`src/rtl/fetch_sequencer_if.sv`:
```
// Instruction-fetch bus bundle: imem port, decode handshake, redirect and PC.
// Trap signals exist only when FETCH_MISALIGN_TRAP_EN is defined.
`timescale 1ns/1ps

interface fetch_sequencer_if;
  logic        imem_req;
  logic [31:0] imem_addr;
  logic        imem_ready;
  logic        imem_rvalid;
  logic [31:0] imem_rdata;
  logic        inst_valid;
  logic [31:0] inst;
  logic [31:0] inst_pc;
  logic        inst_ready;
  logic        redirect;
  logic [31:0] redirect_target;
  logic [31:0] pc;
`ifdef FETCH_MISALIGN_TRAP_EN
  logic        misalign_trap;
  logic [31:0] trap_addr;
`endif

`ifdef FETCH_MISALIGN_TRAP_EN
  modport master (
    output imem_req, imem_addr, inst_valid, inst, inst_pc, pc,
           misalign_trap, trap_addr,
    input  imem_ready, imem_rvalid, imem_rdata, inst_ready,
           redirect, redirect_target
  );

  modport slave (
    input  imem_req, imem_addr, inst_valid, inst, inst_pc, pc,
           misalign_trap, trap_addr,
    output imem_ready, imem_rvalid, imem_rdata, inst_ready,
           redirect, redirect_target
  );
`else
  modport master (
    output imem_req, imem_addr, inst_valid, inst, inst_pc, pc,
    input  imem_ready, imem_rvalid, imem_rdata, inst_ready,
           redirect, redirect_target
  );

  modport slave (
    input  imem_req, imem_addr, inst_valid, inst, inst_pc, pc,
    output imem_ready, imem_rvalid, imem_rdata, inst_ready,
           redirect, redirect_target
  );
`endif
endinterface

```
`src/rtl/fetch_sequencer.sv`:
```
// RV32I fetch controller: owns the PC, issues one imem fetch at a time and
// hands words to decode; optional FETCH_MISALIGN_TRAP_EN traps misaligned redirects.
`timescale 1ns/1ps

module fetch_sequencer #(
  parameter logic [31:0] RESET_VECTOR = 32'h0000_0000
`ifdef FETCH_MISALIGN_TRAP_EN
  , parameter logic [31:0] TRAP_VECTOR = 32'h0000_0100
`endif
) (
  input  logic              clk,
  input  logic              reset,
  fetch_sequencer_if.master bus
);

  typedef enum logic [2:0] {
    S_IDLE,
    S_REQ,
    S_WAIT,
    S_HOLD,
    S_DRAIN
  } state_e;

  state_e      state_q, state_d;
  logic [31:0] pc_q, pc_d;
  logic [31:0] fetch_addr_q, fetch_addr_d;
  logic [31:0] inst_q, inst_d;
  logic [31:0] inst_pc_q, inst_pc_d;
  logic        inst_valid_q, inst_valid_d;
  logic        imem_req_q, imem_req_d;
  logic [31:0] redirect_pc;

`ifdef FETCH_MISALIGN_TRAP_EN
  logic        misalign;
  logic        trap_q, trap_d;
  logic [31:0] trap_addr_q, trap_addr_d;

  assign misalign    = |bus.redirect_target[1:0];
  assign redirect_pc = misalign ? TRAP_VECTOR : bus.redirect_target;
`else
  // Without the trap, misaligned targets are silently word-aligned.
  assign redirect_pc = bus.redirect_target & 32'hFFFF_FFFC;
`endif

  always_comb begin
    // NOTE: every next-state value gets a default first so no path infers a latch.
    state_d      = state_q;
    pc_d         = pc_q;
    fetch_addr_d = fetch_addr_q;
    inst_d       = inst_q;
    inst_pc_d    = inst_pc_q;
    inst_valid_d = inst_valid_q;
`ifdef FETCH_MISALIGN_TRAP_EN
    trap_d       = 1'b0;
    trap_addr_d  = trap_addr_q;
`endif

    if (bus.redirect) begin
      pc_d         = redirect_pc;
      inst_valid_d = 1'b0;
`ifdef FETCH_MISALIGN_TRAP_EN
      if (misalign) begin
        trap_d      = 1'b1;
        trap_addr_d = bus.redirect_target;
      end
`endif
      // A request already accepted (or still in flight) becomes stale.
      unique case (state_q)
        S_REQ:           state_d = bus.imem_ready  ? S_DRAIN : S_REQ;
        S_WAIT, S_DRAIN: state_d = bus.imem_rvalid ? S_REQ   : S_DRAIN;
        default:         state_d = S_REQ;
      endcase
    end else begin
      unique case (state_q)
        S_IDLE: state_d = S_REQ;
        S_REQ: begin
          if (bus.imem_ready) begin
            fetch_addr_d = pc_q;
            pc_d         = pc_q + 32'd4;
            state_d      = S_WAIT;
          end
        end
        S_WAIT: begin
          if (bus.imem_rvalid) begin
            inst_d       = bus.imem_rdata;
            inst_pc_d    = fetch_addr_q;
            inst_valid_d = 1'b1;
            state_d      = S_HOLD;
          end
        end
        S_HOLD: begin
          if (inst_valid_q && bus.inst_ready) begin
            inst_valid_d = 1'b0;
            state_d      = S_REQ;
          end
        end
        S_DRAIN: begin
          if (bus.imem_rvalid) state_d = S_REQ;
        end
        default: state_d = S_IDLE;
      endcase
    end

    imem_req_d = (state_d == S_REQ);
  end

  always_ff @(posedge clk or posedge reset) begin
    if (reset) begin
      state_q      <= S_IDLE;
      pc_q         <= RESET_VECTOR;
      fetch_addr_q <= RESET_VECTOR;
      inst_q       <= '0;
      inst_pc_q    <= '0;
      inst_valid_q <= 1'b0;
      imem_req_q   <= 1'b0;
`ifdef FETCH_MISALIGN_TRAP_EN
      trap_q       <= 1'b0;
      trap_addr_q  <= '0;
`endif
    end else begin
      // NOTE: sequential state uses non-blocking assignments so all registers update together.
      state_q      <= state_d;
      pc_q         <= pc_d;
      fetch_addr_q <= fetch_addr_d;
      inst_q       <= inst_d;
      inst_pc_q    <= inst_pc_d;
      inst_valid_q <= inst_valid_d;
      imem_req_q   <= imem_req_d;
`ifdef FETCH_MISALIGN_TRAP_EN
      trap_q       <= trap_d;
      trap_addr_q  <= trap_addr_d;
`endif
    end
  end

  assign bus.imem_req   = imem_req_q;
  assign bus.imem_addr  = pc_q;
  assign bus.inst_valid = inst_valid_q;
  assign bus.inst       = inst_q;
  assign bus.inst_pc    = inst_pc_q;
  assign bus.pc         = pc_q;
`ifdef FETCH_MISALIGN_TRAP_EN
  assign bus.misalign_trap = trap_q;
  assign bus.trap_addr     = trap_addr_q;
`endif

endmodule

```
`src/flat_wrapper.sv`:
```
// flat-port wrapper written by rule: the top's interface ports become plain ports
module fetch_sequencer_flat 
#(
  parameter logic [31:0] RESET_VECTOR = 32'h0000_0000

)
  (clk, reset, bus_imem_req, bus_imem_addr, bus_inst_valid, bus_inst, bus_inst_pc, bus_pc, bus_imem_ready, bus_imem_rvalid, bus_imem_rdata, bus_inst_ready, bus_redirect, bus_redirect_target);
  fetch_sequencer_if bus_i ();
  input  logic clk;
  input  logic reset;
  output wire logic [$bits(bus_i.imem_req)-1:0] bus_imem_req;
  output wire logic [$bits(bus_i.imem_addr)-1:0] bus_imem_addr;
  output wire logic [$bits(bus_i.inst_valid)-1:0] bus_inst_valid;
  output wire logic [$bits(bus_i.inst)-1:0] bus_inst;
  output wire logic [$bits(bus_i.inst_pc)-1:0] bus_inst_pc;
  output wire logic [$bits(bus_i.pc)-1:0] bus_pc;
  input wire logic [$bits(bus_i.imem_ready)-1:0] bus_imem_ready;
  input wire logic [$bits(bus_i.imem_rvalid)-1:0] bus_imem_rvalid;
  input wire logic [$bits(bus_i.imem_rdata)-1:0] bus_imem_rdata;
  input wire logic [$bits(bus_i.inst_ready)-1:0] bus_inst_ready;
  input wire logic [$bits(bus_i.redirect)-1:0] bus_redirect;
  input wire logic [$bits(bus_i.redirect_target)-1:0] bus_redirect_target;
  assign bus_imem_req = bus_i.imem_req;
  assign bus_imem_addr = bus_i.imem_addr;
  assign bus_inst_valid = bus_i.inst_valid;
  assign bus_inst = bus_i.inst;
  assign bus_inst_pc = bus_i.inst_pc;
  assign bus_pc = bus_i.pc;
  assign bus_i.imem_ready = bus_imem_ready;
  assign bus_i.imem_rvalid = bus_imem_rvalid;
  assign bus_i.imem_rdata = bus_imem_rdata;
  assign bus_i.inst_ready = bus_inst_ready;
  assign bus_i.redirect = bus_redirect;
  assign bus_i.redirect_target = bus_redirect_target;
  fetch_sequencer #(.RESET_VECTOR(RESET_VECTOR)) u_core (.clk(clk), .reset(reset), .bus(bus_i));
endmodule
```
`config.mk`:
```
export PLATFORM = sky130hd
export DESIGN_NAME = fetch_sequencer_flat
export DESIGN_NICKNAME = d
export VERILOG_FILES = /design/src/rtl/fetch_sequencer_if.sv /design/src/rtl/fetch_sequencer.sv /design/src/flat_wrapper.sv
export SDC_FILE = /design/constraint.sdc
export NUM_CORES = 1
export LEC_CHECK = 0
export CAP_MARGIN = 20
export CORE_AREA = 5 5 134 136
export DETAILED_ROUTE_END_ITERATION = 10
export DIE_AREA = 0 0 139 141
export PLACE_DENSITY = 0.69
export SLEW_MARGIN = 20
export SYNTH_ARGS = -nofsm -noshare
export SYNTH_HDL_FRONTEND = slang
export SYNTH_SLANG_ARGS = --single-unit
```
`constraint.sdc`:
```
create_clock -name clk -period 4.2 [get_ports clk]
set_input_delay 0.84 -clock clk [delete_from_list [all_inputs] [get_ports clk]]
set_output_delay 0.84 -clock clk [all_outputs]
set_load 0.02 [all_outputs]
```
After elaboration in Yosys (flattened, before gate mapping)

Cells that the tools add are included.

Flip-flop bits (word level): 133
Input port bits: 70
Output and inout port bits: 130

$add $sub $neg: 1
Equality and inequality tests: 7
Multiplexer cells: 16
Bitwise gates (word level): 1
Reduce and logical (&&, ||, !) cells: 10

Operator list:

| cell                                                                   | count |
|---|---|
| 32-bit two-way mux                                                     | 3 |
| 32-bit by 3-bit adder with 32-bit output (second input constant)       | 1 |
| 3-bit two-way mux                                                      | 7 |
| 3-bit one-hot mux with 5 select lines                                  | 1 |
| 3-bit AND reduction                                                    | 3 |
| 3-bit by 1-bit equality test with 1-bit output (second input constant) | 2 |
| 3-bit by 2-bit equality test with 1-bit output (second input constant) | 2 |
| 3-bit one-hot mux with 2 select lines                                  | 1 |
| 2-bit nonzero test                                                     | 2 |
| 3-bit equality test (second input constant)                            | 1 |
| 3-bit logical NOT                                                      | 1 |
| 1-bit two-way mux                                                      | 3 |
| 3-bit by 2-bit != test with 1-bit output (second input constant)       | 1 |
| 3-bit != test (second input constant)                                  | 1 |
| 3-bit nonzero test                                                     | 1 |
| 1-bit one-hot mux with 2 select lines                                  | 1 |
| 2-bit AND reduction                                                    | 1 |
| 2-bit OR reduction                                                     | 1 |
| 1-bit logical AND                                                      | 1 |
| 1-bit NOT                                                              | 1 |

Longest topological paths before layout

Word-level depth: 5
Mapped depth: 6

Worst setup path before layout

OpenSTA, ideal clock, no wires.

Path type: input -> register
Start point: input bus_redirect
End point: register u_core.inst_q[0] (netlist: u_core.bus.inst[0])
Setup time: 0.125 ns
Data arrival time: 2.063 ns
Required time: 4.075 ns
Slack: 2.013 ns
Stages: 5
Path through: clkbuf_1 nor2_1 nand3_1 clkbuf_1 mux2_2

Word-level cells in the longest chain between the ends: 2

Ends and longest elaborated chain:

| item                          | RTL line               | text |
|---|---|---|
| from (decl)                   | flat_wrapper.sv:21     | `input wire logic [$bits(bus_i.redirect)-1:0] bus_redirect;` |
| 1-bit NOT (no line)           | -                      |  |
| 3-bit AND reduction (no line) | -                      |  |
| to (signal assigned)          | fetch_sequencer.sv:125 | `inst_q <= inst_d;` |
| to (decl)                     | fetch_sequencer.sv:27  | `logic [31:0] inst_q, inst_d;` |

Every way passes these cells.
A chain may end at the register's enable or synchronous reset.

Worst setup path in the final report

Start point: input bus_redirect
End point: register u_core.inst_q[24] (netlist: u_core.bus.inst[24])

The elaborated chain is that of the path after synthesis.

==> results.yml <==
final_layout:
  seqCellArea_mm2: 0.00318
  layout-drive-gt1-share_pct: 20.1
  area_growth_pct: 43.5
  fill_cells: 1465
  fin_util_pct: 48.9
  diodes: 0
  fin_area_mm2: 0.00822
  final_cells: 863
  multiInputGateArea_mm2: 0.00221
  fin_nets: 699
routing:
  ant_nets: 0
  vias: 4262
  drt_iter0_drc: 246
  drt_wl_total_um: 14700
  drt-pass1-iter-count: 4
  wl_per_cell_um: 17.1
  drc: 0
  via_per_inst: 4.94
sta:
  drv_slew: 0
  tns_ns: 0
  relSlewSlack_pct: 35.7
  hold_violations: 0
  rsz0062_at_grt: "no"
  finalCritPeriodShare_pct: 65.6
  finalCriticalPeriod_ns: 2.76
  fmax_mhz: 363
  fin_skew_ns: 0.00592
  setup_violations: 0
  worstMarginPinSlew_ns: 0.962
logic_synthesis:
  synth_top_area_cell: "dfrtp_1"
  yosysWarnings: 0
  synth-seq-cells: 127
  yosysUniqueCellTypes: 44
  synthFlopType: "dfrtp_1"
  syn-cell-area_mm2: 0.00573
  synthCells: 469
  synth.area.top_cells: "dfrtp_1 (55%), mux2_2 (18%), buf_4 (4.7%), or4_1 (2.2%), nand2_1 (1.8%)"
  synth_edf_count: 0
  ys_seq_area_share_pct: 55.5
  synth_top_area_share_pct: 55.5
  async_reset_ff_share_pct: 100
  syn_avg_cell_area_um2: 12.2
power_and_ir_drop:
  ir_drop_mv: 0.286
  power.share.sequential_pct: 37.9
  clkPwrFrac_pct: 28.7
  share_comb_of_total_power_pct: 33.4
  leakage_nw: 3.38
  p_int_mw: 3.55
  p_per_area_mw_per_mm2: 618
  p_sw_mw: 1.53
  swShare_pct: 30.2
outcome:
  status: "complete, no violations"
clock_network:
  holdBufCountCts: 0
  cts_inserted_buffers: 17
  cts_resized: 0
  clockBufferDepth: 2
  clk_pin_slew_ns: 0.05
  clock_latency_ns: 0.40
  clock_sinks: 127
  h-tree-depth: 4
  cts_tree: "yes"
  postCtsSetupBuffers: 0
  cts_root_buf: "clkbuf_16"
worst_setup_path:
  cp-endpoint: "u_core.bus.inst[24]"
  crit_start: "bus_redirect"
  cp-end-kind: "flip-flop"
  crit_type: "input port to flip-flop"
  r2r-start: "u_core.state_q[1]"
  slowest_delay_ns: 0.71
  r2r_slack_ns: 1.84
  r2r-end: "u_core.bus.inst[24]"
  critPathRequiredTime_ns: 4.48
  worst_path_max_delay_cell: "nand3_4"
  crit_arrival_ns: 3.04
  critPathMaxFanout: 62
  path_cells: "clkdlybuf4s50_1 -> nor2_1 -> nand3_4 -> mux2_2"
  worstSetupStartpointType: "input port"
  worst_r2r_path_depth: 3
placement:
  placed_cell_area_mm2: 0.00763
  dp.cells: 834
  place_congestion: 0.795
  dp_hpwl_um: 10400
  portBuffers: 191
global_routing:
  grt_pass1_wl_um: 23900
  grt_pass1_vias: 4573
  grt_max_degree: 128
  grt-ovfl-total: 0
  antenna_found_initial: 0
  track_usage_pct: 15.1
min_path:
  hold_class: "flip-flop to flip-flop"
floorplan:
  die_w_um: 139
  die_area_mm2: 0.0196
  core_area_mm2: 0.0168
  initial_utilization_pct: 34.1
  num_rows: 48
  io_pins: 200
  fp.dieH_um: 141
run:
  drv_cap: 0
critical path, delay by kind of cell:
kind | cells | cell delay (ns)
buffers and inverters | 1 | 0.61
multiplexers | 1 | 0.57
AND/OR/NAND/NOR | 2 | 0.98
worst min path at each step:
stage / slack (ns) / cells after the start / endpoint / startpoint
after floorplan: 0.48 / 1 / u_core.bus.inst_pc[10] / u_core.fetch_addr_q[10]
after global placement: 0.49 / 1 / u_core.bus.inst_pc[28] / u_core.fetch_addr_q[28]
after detailed placement: 0.49 / 1 / u_core.fetch_addr_q[17] / u_core.fetch_addr_q[17]
after CTS: 0.50 / 1 / u_core.bus.inst_pc[12] / u_core.bus.inst_pc[12]
after global routing: 0.52 / 1 / u_core.bus.inst_pc[29] / u_core.bus.inst_pc[29]
final: 0.50 / 1 / u_core.bus.inst_pc[17] / u_core.fetch_addr_q[17]
per-layer routing:
metal	vias to the layer above	track usage, %	share of wire, %
met1	2105	18.3	44
li1	1987	-	-
met5	-	0	0
met2	159	25.8	49
met3	11	5.83	6.7
met4	0	3.50	0.83
cells in the mapped netlist, types with 2 or more instances:
cell type,n
o21ai_0,16
a21oi_1,2
nand2_1,28
inv_1,3
xor2_1,7
nand3_1,17
and2_1,4
nor2_1,22
clkbuf_1,16
dfrtp_1,127
buf_4,36
buf_1,4
or3_1,5
and3b_1,2
and4_1,5
nor3_1,2
a31oi_1,16
a22oi_1,2
nand4_1,8
o211ai_1,3
nor2b_1,3
mux2_2,92
o31ai_1,12
or4_1,17
layout by cell type, fill, tap and decap left out, drive strengths merged, types with 6 or more instances in the layout:
| cell | n |
|---|---|
| o21ai | 16 |
| mux2 | 92 |
| o31ai | 12 |
| nand3 | 17 |
| nand4 | 9 |
| a31oi | 16 |
| conb | 6 |
| clkdlybuf4s50 | 191 |
| or4 | 18 |
| xor2 | 7 |
| nor2 | 22 |
| nand2 | 28 |
| clkbuf | 23 |
| dfrtp | 127 |
kinds of logic (layout without fill, tap and decap cells):
logic type | Yosys count | in the layout | synth area share [%]
flops | 127 | 127 | 55.5
simple gates | 120 | 120 | 11.6
mux | 93 | 93 | 18.3
buf+inv | 62 | 226 | 6.58
compound gates | 57 | 57 | 6.51
xor+xnor | 8 | 8 | 1.22
fa+ha+maj | 1 | 1 | 0.218
other cells | 1 | 6 | 0.0655
power by group through the flow:
stage | sequential (mW) | clock (mW) | combinational [mW]
2_1_floorplan | 2.21 | 0 | 0.650
3_3_place_gp | 1.91 | 0 | 1.69
3_5_place_dp | 1.95 | 0 | 1.72
4_1_cts | 1.93 | 1.51 | 1.72
5_1_grt | 1.98 | 1.57 | 1.80
6_report | 1.92 | 1.46 | 1.70
cell type report:
type / instances / area share, %
clock buffers: 23 / 5.82
repair buffers: 193 / 23.6
inverters: 4 / 0.228
well taps: 225 / 3.43
multi-input cells: 285 / 26.9
flip-flops and latches: 127 / 38.7
clock inverters: 6 / 1.33
through the flow:
step | hold slack, ns | power, mW | setup slack [ns]
finish | 0.498 | 5.08 | 1.44
global route | 0.517 | 5.36 | 1.32
CTS | 0.504 | 5.16 | 1.42
detailed placement | 0.492 | 3.66 | 0.996
global placement | 0.485 | 3.60 | 1.06
floorplan | 0.477 | 2.86 | 1.79
sequential cells by signal (all words and copies together), names as in the netlist:
name / cells
u_core.bus.inst_pc: 30
u_core.bus.imem_req: 1
u_core.bus.inst: 32
u_core.fetch_addr_q: 30
u_core.bus.imem_addr: 30
u_core.state_q: 3
u_core.bus.inst_valid: 1
Power figures use the tool's default switching activity.
==> edit 1 (same settings) <==
Re-encode `state_e` (5 states) as one-hot, 5 bits wide.
--- a/src/rtl/fetch_sequencer.sv
+++ b/src/rtl/fetch_sequencer.sv
@@ -13,12 +13,12 @@
   fetch_sequencer_if.master bus
 );
 
-  typedef enum logic [2:0] {
-    S_IDLE,
-    S_REQ,
-    S_WAIT,
-    S_HOLD,
-    S_DRAIN
+  typedef enum logic [4:0] {
+    S_IDLE  = 5'b00001,
+    S_REQ   = 5'b00010,
+    S_WAIT  = 5'b00100,
+    S_HOLD  = 5'b01000,
+    S_DRAIN = 5'b10000
   } state_e;
 
   state_e      state_q, state_d;
Formal check against the unedited RTL: same outputs for any inputs over 4 cycles, from zero or initial values and one cycle with reset high; so few cycles prove little.
==> edit 1 against the original RTL <==
  * Sequential cell count up 2
  * Utilization increased by 1.5 points
  * Combinational power about the same
  * Area after synthesis rose by 4.6%
  * First-iteration DRC count shrank 15%
  * Design area up 3.0%
  * Setup slack got worse by 0.40 ns
  * Total power shrank 1.5%
  * Routed wire length increased by 6.3%
==> edit 1: results <==
[cells_and_area]
drive_above_1_share = 0.2047
fillerInstances = 1479
final_nets = 742
antenna_cells = 0
fin_cells = 909
largest_register_ffs = 32
regArea_um2 = 3229

[placement]
port_buffers = 191
pre_cts_slack_ns = 0.6166
dp_cells = 877
gp_congestion = 0.8099
dpl_cell_area_um2 = 7914
hpwl_um = 11200

[setup_path]
worstPathArrival_ns = 3.49
reg2reg_depth = 4
cp-startpoint = bus_imem_ready
cp_max_fo = 17
r2r_start = u_core.state_q[2]$_DFF_PP0_

[cts]
cts_max_level = 4
clk_pin_slew_ns = 0.06
numCtsBuffers = 17
root_buffer = clkbuf_16
cts_buffer_depth = 2
post-cts-setup-buffer-count = 0
clk_latency_ns = 0.41
cts_resized = 0

[yosys]
ys_seq_area_frac = 0.5391
synth_cell_types = 57
async_flop_share = 1.000
netlist_instances = 512
ys_top_cells_by_count = dfrtp_1 (128), mux2_2 (92), buf_4 (36), nand2_1 (33), nor2_1 (22)
yosysWarnings = 0
synth_area_leaders = dfrtp_1 (53%), mux2_2 (17%), buf_4 (4.5%), nand2_1 (2.1%), o21ai_0 (1.7%)

[power_and_ir_drop]
seq_power_share = 0.390
vdd_drop_max_v = 0.0002542
p_leak_uw = 0.003525
p_clk_uw = 1350
p_comb_frac = 0.340
switching_share = 0.3270

[global_routing]
grt_pass1_vias = 4770
grt_pass1_wl_um = 25060
track_usage = 0.1596
antenna_found_initial = 0
grt_start_max_net_pins = 130

[worst_hold_path]
hp-start = u_core.fetch_addr_q[10]$_DFFE_PP0P_
hp-class = reg -> reg
min_path_cells = 1

[drt]
detail_route.vias_per_cell = 5.103
drt_iter0_drc = 210
first_pass_iters = 5
wl_per_cell_um = 17.21

[sta]
worstMarginPinSlew_ns = 0.7433
final.setup_skew_ns = 0.008003

[status]
status = finished clean
edit 1: changes by cell type after synthesis, moves of 4 or more:
cell / change
inv_1: +7
xor2_1: -4
o21ai_0: +4
o31ai_1: -6
nor4_1: +11
nand2_1: +5
xnor2_1: +4
or4_1: -7
edit 1: kinds of logic after synthesis:
group                    share of synthesized area
buffers and inverters                      0.07247
adder cells (fa/ha/maj)                   0.002088
AO/OA/AOI/OAI                              0.07268
multiplexers                                0.1746
AND/OR/NAND/NOR                             0.1268
XOR/XNOR                                   0.01170
other                                    0.0006260
flip-flops                                  0.5391
edit 1: final timing paths:
| kind | end | slack [ns] |
|---|---|---|
| setup / recovery | u_core.bus.imem_addr[20]$_DFFE_PP0P_ | 1.04 |
| hold / removal | u_core.bus.inst_pc[10]$_DFFE_PP0P_ | 0.50 |
| setup reg to reg | u_core.bus.imem_addr[20]$_DFFE_PP0P_ | 1.41 |
| hold reg to reg | u_core.bus.inst_pc[10]$_DFFE_PP0P_ | 0.50 |
| max in group asynchronous | u_core.bus.inst_valid$_DFFE_PP0P_ | 2.72 |
| min in group asynchronous | u_core.bus.inst[20]$_DFFE_PP0P_ | 0.97 |
edit 1: critical path: stages:
cell             delay [ns]
clkdlybuf4s50_1        0.53
or4b_4                 0.50
or4_1                  0.83
or4_1                  0.60
a31oi_1                0.18
edit 1: routing by layer:
layer | global-route usage | wire (µm)
met1 | 0.2001 | 6708
met2 | 0.2621 | 7615
met3 | 0.04681 | 955
met4 | 0.06076 | 365
met5 | 0 | 0
edit 1: area by class of cell:
type                       instances  area share
sequential                       129      0.3815
multi-input combinational        313      0.2789
timing repair buffer             199      0.2359
clock buffer                      18     0.05188
tap                              225     0.03326
clock inverter                    14     0.01316
inverter                          11    0.005322
==> edit 2 (same flow settings) <==
Without the edit above. Reset style: synchronous (`reset`), changed in one clocked block.
--- a/src/rtl/fetch_sequencer.sv
+++ b/src/rtl/fetch_sequencer.sv
@@ -104,7 +104,7 @@
     imem_req_d = (state_d == S_REQ);
   end
 
-  always_ff @(posedge clk or posedge reset) begin
+  always_ff @(posedge clk) begin
     if (reset) begin
       state_q      <= S_IDLE;
       pc_q         <= RESET_VECTOR;
Behaviour: differs if reset is asserted again (counterexample within 4 cycles, from zero or initial values and one cycle with reset high); with reset held inactive, the same outputs for 4 cycles.
==> edit 2 against the original RTL <==
  * Sequential cell count stayed put
  * Area after synthesis is 4.4% lower
  * Design area decreased by 4.3%
  * Setup slack worse by 0.17 ns
  * Via count is 22% higher
  * Routed wire length is 12% higher
  * Critical endpoint is now u_core.fetch_addr_q[26]$_SDFFE_PP0P_
Power is not compared: it rests on default switching activity, and its combinational part moved more than twofold at a synthesized area within 25%.
==> edit 2: results <==
[placement]
hpwl_um = 11530
gp_congestion = 0.7884
dp_cells = 1048

[cells_and_area]
drive_above_1_share = 0.05405
multi_input_gates = 483
final_nets = 913
bufAreaShareNonClock = 0.2534
clkCellAreaFrac = 0.07003
multi_input_area_um2 = 2454
regArea_um2 = 2542
antenna_cells = 0
nNonClkBuffers = 202
nNonClkInverters = 11
fillerInstances = 1697
clock_buffers = 21
design.seq.count = 127

[status]
status = finished clean

[worst_hold_path]
whs_endpoint = u_core.bus.inst_pc[27]$_SDFFE_PP0P_
min_path_cells = 2
hp-start = u_core.bus.inst_pc[27]$_SDFFE_PP0P_

[yosys]
syn_area_per_cell_um2 = 7.807
synth_area_leaders = dfxtp_1 (46%), nand2_1 (14%), a21oi_1 (9.2%), buf_4 (4.9%), clkbuf_1 (3.0%)
ys_seq_area_frac = 0.4646
synthXorXnorAreaFrac = 0.01600
ys_top_cells_by_count = nand2_1 (207), dfxtp_1 (127), a21oi_1 (101), clkbuf_1 (44), buf_4 (36)
synth_cell_types = 48
synthMuxAreaShare = 0
ys.flop_type = dfxtp_1
synth-compound-area-share = 0.1637
async_flop_share = 0
yosys.area_share.adder = 0.002286

[setup_path]
cp_max_fo = 19
critPathCapture = u_core.fetch_addr_q[26]$_SDFFE_PP0P_
worstPathArrival_ns = 3.26
r2r_start = u_core.state_q[0]$_SDFF_PP0_
r2r_slack_ns = 1.87
critPathMaxStageDelay_ns = 0.78
rr_endpoint = u_core.bus.imem_addr[19]$_SDFFE_PP0P_
reg2reg_depth = 4

[drt]
routed_wl_um = 16470
first_pass_iters = 4
detail_route.vias_per_cell = 4.836
drt_iter0_drc = 278
num_vias = 5203

[global_routing]
antenna_found_initial = 0
use_met3 = 0.04613
track_usage = 0.1679
grt_use_met2 = 0.2731
grt_start_max_net_pins = 56
met1_usage = 0.2117
grt_pass1_vias = 4986
grt_pass1_wl_um = 26610

[sta]
final.setup_skew_ns = 0.008020
worstMarginPinSlew_ns = 0.9699

[cts]
cts_resized = 0
-- edit 2: changes by cell type after synthesis, moves of 10 or more --
cell      change
nor2_1       +10
mux2_2       -92
a21oi_1      +99
dfxtp_1     +127
a31oi_1      -15
or4_1        -13
nand2_1     +179
a211oi_1     +13
clkbuf_1     +28
dfrtp_1     -127
-- edit 2: worst max-delay path: cells and delay by family --
kind,cells,cell delay (ns)
and+or+nand+nor,2,0.62
AOI/OAI and AO/OA,1,0.15
buffers and inverters,3,1.64
-- edit 2: through the flow --
stage	util	setup WS [ns]	hold slack, ns	area (µm²)
after global routing	0.4675	1.051	0.4690	7861
after global placement	0.4347	0.9605	0.4408	7311
final	0.4675	1.273	0.4498	7861
after CTS	0.4675	1.374	0.4531	7861
after detailed placement	0.4347	0.9361	0.4459	7311
after floorplan	-	1.876	0.4321	5492
-- edit 2: metal layers --
layer	vias up	wire, µm
li1	2644	-
met1	2358	7436
met2	178	7715
met3	23	978
met4	0	342
met5	-	0
